`src/rtl/hist_pkg.sv`:
```
// Shared constants for the histogram accumulation front end: FSM state codes,
// drain depth and bin-count derivation.
package hist_pkg;

    localparam logic [2:0] ST_IDLE  = 3'd0;
    localparam logic [2:0] ST_CLEAR = 3'd1;
    localparam logic [2:0] ST_RUN   = 3'd2;
    localparam logic [2:0] ST_DRAIN = 3'd3;
    localparam logic [2:0] ST_DONE  = 3'd4;

    // Matches the S -> R -> A -> write pipeline depth behind the last selected pixel.
    localparam int DRAIN_CYCLES = 3;

    function automatic int nbins(input int pixel_w);
        return 1 << pixel_w;
    endfunction

endpackage

```
`src/rtl/hist_fwd_acc.sv`:
```
// A stage of the histogram pipeline: two-entry write forwarding and increment.
// Build option HIST_SAT_EN: saturate counts at all-ones instead of wrapping.
module hist_fwd_acc
    import hist_pkg::*;
#(
    parameter int ADDR_W = 9,
    parameter int BIN_W  = 32
) (
    input  logic [ADDR_W-1:0] addr,
    input  logic [BIN_W-1:0]  rdata,
    input  logic              wr0_we,
    input  logic [ADDR_W-1:0] wr0_addr,
    input  logic [BIN_W-1:0]  wr0_data,
    input  logic              wr1_we,
    input  logic [ADDR_W-1:0] wr1_addr,
    input  logic [BIN_W-1:0]  wr1_data,
    output logic [BIN_W-1:0]  cnt
);

    logic [BIN_W-1:0] src;

    // NOTE: defaults assigned first so every path drives src and cnt; no latch is inferred.
    always_comb begin
        src = rdata;
        // The write in flight this cycle is newer than the one from last cycle.
        if (wr0_we && (wr0_addr == addr)) begin
            src = wr0_data;
        end else if (wr1_we && (wr1_addr == addr)) begin
            src = wr1_data;
        end
`ifdef HIST_SAT_EN
        cnt = (&src) ? src : src + BIN_W'(1);
`else
        cnt = src + BIN_W'(1);
`endif
    end

endmodule

```
`src/rtl/hist_accum_pipe.sv`:
```
// Histogram accumulation front end: clears a bin bank, streams packed pixels
// through S/R/A stages into bin memory, then signals done. Option: HIST_SAT_EN.
module hist_accum_pipe
    import hist_pkg::*;
#(
    parameter int PIXEL_W         = 8,
    parameter int PIXELS_PER_WORD = 16,
    parameter int IMG_ADDR_W      = 15,
    parameter int BIN_W           = 32
) (
    input  logic                               clock,
    input  logic                               rst,
    input  logic                               start,
    input  logic [IMG_ADDR_W:0]                num_words,
    input  logic                               bank_sel,
    output logic [IMG_ADDR_W-1:0]              img_addr,
    input  logic [PIXEL_W*PIXELS_PER_WORD-1:0] img_rdata,
    output logic [PIXEL_W:0]                   bin_raddr,
    input  logic [BIN_W-1:0]                   bin_rdata,
    output logic [PIXEL_W:0]                   bin_waddr,
    output logic [BIN_W-1:0]                   bin_wdata,
    output logic                               bin_we,
    output logic                               busy,
    output logic                               done
);

    localparam int PPW    = PIXELS_PER_WORD;
    localparam int LANE_W = (PPW > 1) ? $clog2(PPW) : 1;
    localparam logic [LANE_W-1:0]  LAST_LANE = LANE_W'(PPW - 1);
    localparam logic [PIXEL_W-1:0] LAST_BIN  = PIXEL_W'(nbins(PIXEL_W) - 1);

    logic [2:0]              state;
    logic                    bank;
    logic [IMG_ADDR_W:0]     nwords;
    logic [IMG_ADDR_W:0]     word;
    logic [LANE_W-1:0]       lane;
    logic [1:0]              drain_cnt;
    logic [PIXEL_W-1:0]      p1, p2;
    logic                    v1, v2;
    logic                    wr1_we;
    logic [PIXEL_W:0]        wr1_addr;
    logic [BIN_W-1:0]        wr1_data;
    logic [BIN_W-1:0]        cnt;

    logic [PIXEL_W-1:0]      pixel;
    logic                    last_lane, last_word, abort;
    logic [LANE_W-1:0]       lane_n;
    logic [IMG_ADDR_W:0]     word_n;
    logic [IMG_ADDR_W-1:0]   img_addr_n;

    always_comb begin
        pixel      = img_rdata[int'(lane)*PIXEL_W +: PIXEL_W];
        last_lane  = (lane == LAST_LANE);
        last_word  = (word == nwords - 1'b1);
        lane_n     = last_lane ? '0 : lane + 1'b1;
        word_n     = last_lane ? word + 1'b1 : word;
        // Prefetch the next word while its predecessor's last lane is selected.
        img_addr_n = (lane_n == LAST_LANE) ? IMG_ADDR_W'(word_n + 1'b1) : IMG_ADDR_W'(word_n);
        abort      = busy && !start;
    end

    assign busy = (state == ST_CLEAR) || (state == ST_RUN) || (state == ST_DRAIN);
    assign done = (state == ST_DONE);

    hist_fwd_acc #(
        .ADDR_W (PIXEL_W + 1),
        .BIN_W  (BIN_W)
    ) u_fwd_acc (
        .addr     ({bank, p2}),
        .rdata    (bin_rdata),
        .wr0_we   (bin_we),
        .wr0_addr (bin_waddr),
        .wr0_data (bin_wdata),
        .wr1_we   (wr1_we),
        .wr1_addr (wr1_addr),
        .wr1_data (wr1_data),
        .cnt      (cnt)
    );

    // NOTE: the bin memory itself is never reset; the CLEAR pass zeroes the selected bank.
    always_ff @(posedge clock) begin
        if (rst) begin
            state     <= ST_IDLE;
            bank      <= 1'b0;
            nwords    <= '0;
            word      <= '0;
            lane      <= '0;
            drain_cnt <= '0;
            p1        <= '0;
            p2        <= '0;
            v1        <= 1'b0;
            v2        <= 1'b0;
            img_addr  <= '0;
            bin_raddr <= '0;
            bin_waddr <= '0;
            bin_wdata <= '0;
            bin_we    <= 1'b0;
            wr1_we    <= 1'b0;
            wr1_addr  <= '0;
            wr1_data  <= '0;
        end else begin
            v1        <= 1'b0;
            v2        <= v1;
            p2        <= p1;
            bin_we    <= v2;
            bin_waddr <= {bank, p2};
            bin_wdata <= cnt;
            wr1_we    <= bin_we;
            wr1_addr  <= bin_waddr;
            wr1_data  <= bin_wdata;

            if (abort) begin
                state  <= ST_IDLE;
                v1     <= 1'b0;
                v2     <= 1'b0;
                bin_we <= 1'b0;
                wr1_we <= 1'b0;
            end else begin
                case (state)
                    ST_IDLE: if (start) begin
                        state     <= ST_CLEAR;
                        bank      <= bank_sel;
                        nwords    <= num_words;
                        img_addr  <= '0;
                        bin_we    <= 1'b1;
                        bin_waddr <= {bank_sel, {PIXEL_W{1'b0}}};
                        bin_wdata <= '0;
                    end
                    ST_CLEAR: if (bin_waddr[PIXEL_W-1:0] == LAST_BIN) begin
                        state    <= (nwords == '0) ? ST_DONE : ST_RUN;
                        word     <= '0;
                        lane     <= '0;
                        img_addr <= (PPW == 1) ? IMG_ADDR_W'(1) : '0;
                    end else begin
                        bin_we    <= 1'b1;
                        bin_waddr <= bin_waddr + 1'b1;
                        bin_wdata <= '0;
                    end
                    ST_RUN: begin
                        // bin_raddr is registered with p1 so the read data meets p2 in A.
                        v1        <= 1'b1;
                        p1        <= pixel;
                        bin_raddr <= {bank, pixel};
                        lane      <= lane_n;
                        word      <= word_n;
                        img_addr  <= img_addr_n;
                        if (last_lane && last_word) begin
                            state     <= ST_DRAIN;
                            drain_cnt <= '0;
                        end
                    end
                    ST_DRAIN: begin
                        if (drain_cnt == 2'(DRAIN_CYCLES - 1)) begin
                            state <= ST_DONE;
                        end else begin
                            drain_cnt <= drain_cnt + 1'b1;
                        end
                    end
                    ST_DONE: if (!start) state <= ST_IDLE;
                    default: state <= ST_IDLE;
                endcase
            end
        end
    end

endmodule

```
`config.mk`:
```
export PLATFORM = sky130hd
export DESIGN_NAME = hist_accum_pipe
export DESIGN_NICKNAME = d
export VERILOG_FILES = /design/src/rtl/hist_pkg.sv /design/src/rtl/hist_fwd_acc.sv /design/src/rtl/hist_accum_pipe.sv
export SDC_FILE = /design/constraint.sdc
export NUM_CORES = 1
export LEC_CHECK = 0
export CAP_MARGIN = 30
export CORE_ASPECT_RATIO = 2
export CORE_UTILIZATION = 50
export CTS_CLUSTER_DIAMETER = 50
export DETAILED_ROUTE_END_ITERATION = 8
export GPL_TIMING_DRIVEN = 0
export MAX_ROUTING_LAYER = met4
export PLACE_DENSITY_LB_ADDON = 0.2
export SYNTH_ARGS = -nofsm -noshare
export SYNTH_HDL_FRONTEND = slang
export SYNTH_HIERARCHICAL = 1
export SYNTH_SLANG_ARGS = --single-unit
```
`constraint.sdc`:
```
create_clock -name clock -period 6.3 [get_ports clock]
set_input_delay 1.26 -clock clock [delete_from_list [all_inputs] [get_ports clock]]
set_output_delay 1.26 -clock clock [all_outputs]
set_load 0.01 [all_outputs]
```
# Word level (Yosys, flattened, before mapping)
# Index checks and enable logic that the tools add are counted.
# totals
mem_count	0
mem_bits_rw	0
reg_bits	168
inputBits	180
latchBits	0
output_inout_bits	68
rom_bits	0
# classes
reduce_logical	19
div	0
magnitude_cmp	0
mul	0
muxes	34
n_eq_ne	17
addsub	7
bitwise	1
n_shift	1
# op_table
op	n
2-to-1 mux 32 bit	5
variable part select 128 x 8 -> 8 bit	1
one-hot mux 32 bit (2 select lines)	1
2-to-1 mux 15 bit	3
one-hot mux 15 bit (3 select lines)	1
adder 32 x 1 -> 32 bit (second input constant)	1
2-to-1 mux 16 bit	2
one-hot mux 16 bit (2 select lines)	1
2-to-1 mux 9 bit	3
equality test 9 bit	2
2-to-1 mux 3 bit	6
one-hot mux 9 bit (2 select lines)	1
adder 16 x 1 -> 16 bit (second input constant)	1
equality test 16 bit	1
zero test 16 bit	1
subtractor 16 x 1 -> 16 bit (second input constant)	1
adder 15 x 1 -> 15 bit (second input constant)	1
one-hot mux 3 bit (5 select lines)	1
adder 9 x 1 -> 9 bit (second input constant)	1
equality test 4 bit (second input constant)	2
equality test 8 bit (second input constant)	1
2-to-1 mux 4 bit	2
one-hot mux 4 bit (2 select lines)	1
AND reduction 4 bit	2
other kinds (23)	37

# Longest topological paths before layout
# depth
depth_word	8
ltp_mapped	15
ltp_nobuf	12

# Cells and area by module
# The synthesis kept the hierarchy.
# modules_own_cells
mod	area_each_um2	cells_per_inst	instances	seq_area_each_um2
hist_accum_pipe	7586.0	789	1	3203.1
hist_fwd_acc	1785.5	247	1	0.0

# Worst setup path before layout
# OpenSTA, ideal clock, no wires.
# synth_timing
kind	flip-flop to flip-flop
start	reg bin_waddr[2]
end	reg bin_wdata[22]
stages_incl_launch_ff	15
n_path_buf	4
arrival_time_ps	3388
setup_time_ps	115
slack_ps	2797
cell_sequence	dfxtp_1 > xor2_1 > nor4_2 > nand3_1 > clkbuf_1 > clkbuf_1 > buf_1 > clkbuf_1 > o21a_1 > ha_1 > nand3_1 > nor4_4 > nand4_1 > xor2_1 > and2_1
# synth_via
elab_chain_cells	7
elab_cells_between_ends	9
classes_between	add/sub (1); eq/ne (2); mux (5); reduce/logical (1)
# synth_lines
element	line	rtl
from (decl)	hist_accum_pipe.sv:20	output logic [PIXEL_W:0] bin_waddr,
from (signal assigned)	hist_accum_pipe.sv:106	bin_waddr <= {bank, p2};
from (signal assigned)	hist_accum_pipe.sv:126	bin_waddr <= {bank_sel, {PIXEL_W{1'b0}}};
from (signal assigned)	hist_accum_pipe.sv:136	bin_waddr <= bin_waddr + 1'b1;
equality test 9 bit (*)	hist_fwd_acc.sv:26	if (wr0_we && (wr0_addr == addr)) begin
logical AND 1 bit (*)	hist_fwd_acc.sv:26	
2-to-1 mux 32 bit (*)	hist_fwd_acc.sv:26	
adder 32 x 1 -> 32 bit (*)	hist_fwd_acc.sv:34	cnt = src + BIN_W'(1);
named net cnt[22]	hist_accum_pipe.sv:43	logic [BIN_W-1:0] cnt;
2-to-1 mux 32 bit (on tied branches)	hist_accum_pipe.sv:129, hist_accum_pipe.sv:120	
one-hot mux 32 bit (2 select lines)	hist_accum_pipe.sv:119	case (state)
2-to-1 mux 32 bit (*)	hist_accum_pipe.sv:112	if (abort) begin
to (signal assigned)	hist_accum_pipe.sv:107	bin_wdata <= cnt;
to (decl)	hist_accum_pipe.sv:21	output logic [BIN_W-1:0] bin_wdata,
# Mark *: on every way through the listed nets, which the timed path passes. The rest lies on a longest branch.
# A chain may end at the register's enable or synchronous reset.

# Final worst setup path
# layout_timing
start	reg bin_waddr[2]
end	reg bin_wdata[26]
# The elaborated chain is that of the path after synthesis.

==> PnR_summary.wiki <==
{| class="wikitable"
! Metric !! Value
|-
| Biggest cell delay along the critical path || roughly 640 ps
|-
| Global-route wire length before repair || about 47 mm
|-
| Number of antenna violations at the first check in global routing || 1
|-
| Worst-case vdd ir drop || about 170 uV
|-
| Buffering stage count on the worst path with inverters included || 4
|-
| Met1 global-route usage || 0.332
|-
| Origin of the worst setup path || bin_waddr[2]$_SDFF_PP0_
|-
| Cells traversed along the worst timing path || xor2_1, nor4_2, nand3_1, clkbuf_1, clkbuf_1, buf_1, clkbuf_1, o21a_1, ha_1, nand3_1, nor4_4, o2111ai_2, xnor2_1, and2_1
|-
| Global-route track usage on met2 || 0.638
|-
| Part of the cycle the worst path needs || 0.775
|-
| Sequential-to-total area share from yosys stat || 0.342
|-
| Per-cell routed wire length || a little over 20 um
|-
| Congestion Overflow GR || 0
|-
| Clock skew || about 13 ps
|-
| Adder-Cell Fraction of Synth Area || 0.0120
|-
| Flip-flop and latch count after synthesis || 160
|-
| Max-cap check violation count || 0
|-
| Number of buffers added on ports || about 250
|-
| Vias post-DR || roughly 8800
|-
| Post-synthesis mux area share || 0.135
|-
| Worst-case hold slack || ~450 ps
|-
| Cell type of the slowest stage on the worst timing path || sky130_fd_sc_hd__nor4_4
|-
| Post-synthesis async set-or-reset flop share || 0
|-
| Cell occurring most often along the worst timing path || sky130_fd_sc_hd__clkbuf_1
|-
| Top_reg_cell synth || sky130_fd_sc_hd__dfxtp_1
|-
| Reg-to-Reg Start || bin_waddr[2]$_SDFF_PP0_
|-
| Initial drt markers || roughly 450
|-
| Clock sink count || 160
|-
| Maximum number of pins on one net before global-route repair || 17
|-
| Final nets || between 1000 and 1500
|-
| Final setup violation count || 0
|-
| Final max-slew violation count || 0
|-
| Via count of the first global-routing pass || 8853
|-
| Kind of start point of the critical path || flop
|-
| Post-CTS Repair Setup Buffers || 0
|-
| Synth Area in Simple Gates || 0.252
|-
| Kind of capture point of the worst setup path || flop
|-
| Xor and xnor area share after synthesis || 0.0951
|-
| Slew HR || 0.466
|-
| Total GRT Usage || 0.332
|-
| Area fraction in compound gates after synthesis || 0.117
|-
| Sum of negative setup slack || 0 ps
|-
| Die area || 0.0193 mm^2
|-
| Min-Delay Path Class || flop to flop
|-
| Fraction of layout instances using a drive strength above 1 || 0.107
|-
| Worst path arrival time || between 5000 and 6000 ps
|-
| Via count normalized by instance count || 5.73
|-
| Final WL || a little over 30 mm
|-
| Placed wire-length estimate || between 20 and 25 mm
|-
| CTS root buf || sky130_fd_sc_hd__clkbuf_16
|-
| Clock-pin slew reported for the worst setup and hold paths after clock tree synthesis || around 60 ps
|-
| Upper clock frequency limit || 205 MHz
|-
| Mean post-synth cell area || 9.05 um^2
|-
| Grt peak-use layer || met2
|-
| Chip Height || approximately 200 um
|-
| Dominant combinational cell family by area after synthesis || simple AND/OR/NAND/NOR gates
|-
| Pre-Repair DR Iteration Count || 5
|-
| Chip Width || approximately 99 um
|-
| Number of H-tree levels || 4
|-
| Worst hold path startpoint || img_addr[5]$_SDFFE_PP0P_
|-
| Critical path peak fanout || 10
|-
| Starting utilization of the core area || 0.512
|-
| PostCTS Resize Cnt || 0
|-
| Instance area at placement || 0.0121 mm^2
|-
| Placer congestion estimate || around 0.99
|-
| Delay-heaviest family, CP || buffers and inverters
|-
| Area inside the core boundary || between 0.015 and 0.02 mm^2
|-
| Synthesis-to-layout area growth || 35.5%
|-
| Slew of the pin with the lowest slew margin || between 800 and 900 ps
|-
| Path type of the worst setup path || flop to flop
|-
| Routed Antenna Nets || 0
|-
| Post-layout minimum cycle time || between 4000 and 5000 ps
|-
| Outcome || finished clean
|-
| Met3 global-route usage || 0.0326
|-
| Count of yosys warnings during synthesis || 6
|-
| Synth Instances || between 1000 and 1500
|-
| Post-synthesis instance area || around 0.0094 mm^2
|-
| Number of synthesized flops with an enable pin || 0
|-
| Final non-filler cell area || between 0.01 and 0.015 mm^2
|-
| Top Ports || 248
|-
| Distinct cells, synth || 80
|-
| Total count of hold-check failures in the final report || 0
|-
| Unrepaired setup endpoints after global routing || no
|-
| DRC violation count after routing || 0
|-
| Total clock buffers created by CTS || 17
|-
| Number of buffers inserted by hold repair at cts || 0
|-
| Syn_nets || 1225
|-
| Number of placement rows || 70
|-
| Power Dens Cells || approximately 200 mW/mm^2
|-
| Static leakage power || 4.53 nW
|-
| Clock tree from TritonCTS || built
|-
| Latest clock arrival within the worst-skew pair || approximately 430 ps
|-
| Required @ worst endpoint || ~6600 ps
|-
| Maximum number of buffers from clock root to sink || 2
|}
power by group:
group / switching, mW / total [mW] / leakage, nW / internal (mW)
combinational: 0.190 / 0.422 / 2.95 / 0.232
sequential: 0.0264 / 1.07 / 1.30 / 1.04
clock: 0.439 / 1.05 / 0.280 / 0.607
worst reg2reg max path: cells and delay by family (launching register included):
kind / cells / cell delay (ps)
xor+xnor: 2 / 400
fa+ha+maj: 1 / 230
buf+inv: 4 / 1920
simple gates: 5 / 1290
compound gates: 2 / 440
flops: 1 / 510
registers in the layout, indices dropped and copies added (netlist names), 8 cells and up:
signal     flops
bin_raddr      9
bin_waddr      9
bin_wdata     32
img_addr      15
nwords        16
p2             8
word          16
wr1_addr       9
wr1_data      32
layout by cell type, fill, tap and decap left out, types with 7 or more instances in the layout:
master                            Yosys  final
sky130_fd_sc_hd__clkdlybuf4s50_1      0    246
sky130_fd_sc_hd__dfxtp_1            160    160
sky130_fd_sc_hd__nand2_1            126    126
sky130_fd_sc_hd__nor2_1              70     70
sky130_fd_sc_hd__xnor2_1             62     62
sky130_fd_sc_hd__a21oi_1             52     52
sky130_fd_sc_hd__nor2b_1             50     50
sky130_fd_sc_hd__clkbuf_1            43     44
sky130_fd_sc_hd__and2_1              42     42
sky130_fd_sc_hd__mux4_2              40     40
sky130_fd_sc_hd__xor2_1              36     36
sky130_fd_sc_hd__mux2i_1             36     36
sky130_fd_sc_hd__o21ai_0             35     35
sky130_fd_sc_hd__nand3_1             23     23
sky130_fd_sc_hd__nor3_1              21     21
sky130_fd_sc_hd__nand4_1             20     20
sky130_fd_sc_hd__clkbuf_16            0     17
sky130_fd_sc_hd__inv_1               16     16
sky130_fd_sc_hd__buf_4               16     16
sky130_fd_sc_hd__o21ai_1             12     12
sky130_fd_sc_hd__buf_2               10     11
sky130_fd_sc_hd__a22oi_1             10     10
sky130_fd_sc_hd__nand2b_1             9      9
sky130_fd_sc_hd__ha_1                 9      9
sky130_fd_sc_hd__nor4_1               8      8
sky130_fd_sc_hd__a31oi_1              8      8
sky130_fd_sc_hd__and3_1               7      7
sky130_fd_sc_hd__o211ai_1             7      7
sky130_fd_sc_hd__or3_1                7      7
final timing paths:
kind	endpoint	slack [ps]	depth (start not counted)
max	bin_wdata[26]$_SDFF_PP0_	1420	14
min	img_addr[5]$_SDFFE_PP0P_	450	2
max reg2reg	bin_wdata[26]$_SDFF_PP0_	1420	14
min reg2reg	img_addr[5]$_SDFFE_PP0P_	450	2
metrics by stage:
step	cells	setup slack (ps)	util	power [mW]
floorplan	1036	2800	-	1.30
global route	1531	1190	0.694	2.61
finish	1531	1420	0.694	2.54
global placement	1498	1480	0.661	1.50
detailed placement	1499	1500	0.662	1.51
CTS	1530	1410	0.694	2.54
final cells by class:
class,count,area [um^2]
sequential,160,3200
clock buffer,20,457
antenna,1,2.50
inverter,17,63.8
multi-input combinational,786,5720
fill,1489,5610
clock inverter,11,131
tap,216,270
buffer,73,380
timing repair buffer,247,2470
layer usage:
metal / vias to the layer above / part of all wire
met3: 74 / 0.035
met1: 4214 / 0.36
li1: 4185 / -
met2: 294 / 0.56
met4: 0 / 0.040
met5: - / 0
kinds of logic after synthesis:
logic type	Yosys count
AOI/OAI and AO/OA	169
xor gates and xnor gates	100
adders and majority gates	9
buffers and inverters	90
DFF	160
muxes	76
and+or+nand+nor	432
cell usage after synthesis (8+ instances only):
master	number	share of area
sky130_fd_sc_hd__mux4_2	40	0.096
sky130_fd_sc_hd__mux2i_1	36	0.038
sky130_fd_sc_hd__o21ai_1	12	0.0064
sky130_fd_sc_hd__nand3_1	23	0.012
sky130_fd_sc_hd__nor3_1	21	0.011
sky130_fd_sc_hd__nand2b_1	9	0.0060
sky130_fd_sc_hd__a31oi_1	8	0.0053
sky130_fd_sc_hd__dfxtp_1	160	0.34
sky130_fd_sc_hd__xnor2_1	62	0.058
sky130_fd_sc_hd__a22oi_1	10	0.0080
sky130_fd_sc_hd__buf_2	10	0.0053
sky130_fd_sc_hd__a21oi_1	52	0.028
sky130_fd_sc_hd__clkbuf_1	43	0.017
sky130_fd_sc_hd__o21ai_0	35	0.019
sky130_fd_sc_hd__buf_4	16	0.013
sky130_fd_sc_hd__xor2_1	36	0.034
sky130_fd_sc_hd__nor2b_1	50	0.033
sky130_fd_sc_hd__nor4_1	8	0.0053
sky130_fd_sc_hd__ha_1	9	0.012
sky130_fd_sc_hd__and2_1	42	0.028
sky130_fd_sc_hd__nand2_1	126	0.050
sky130_fd_sc_hd__inv_1	16	0.0064
sky130_fd_sc_hd__nand4_1	20	0.013
sky130_fd_sc_hd__nor2_1	70	0.028
Power figures use the tool's default switching activity.
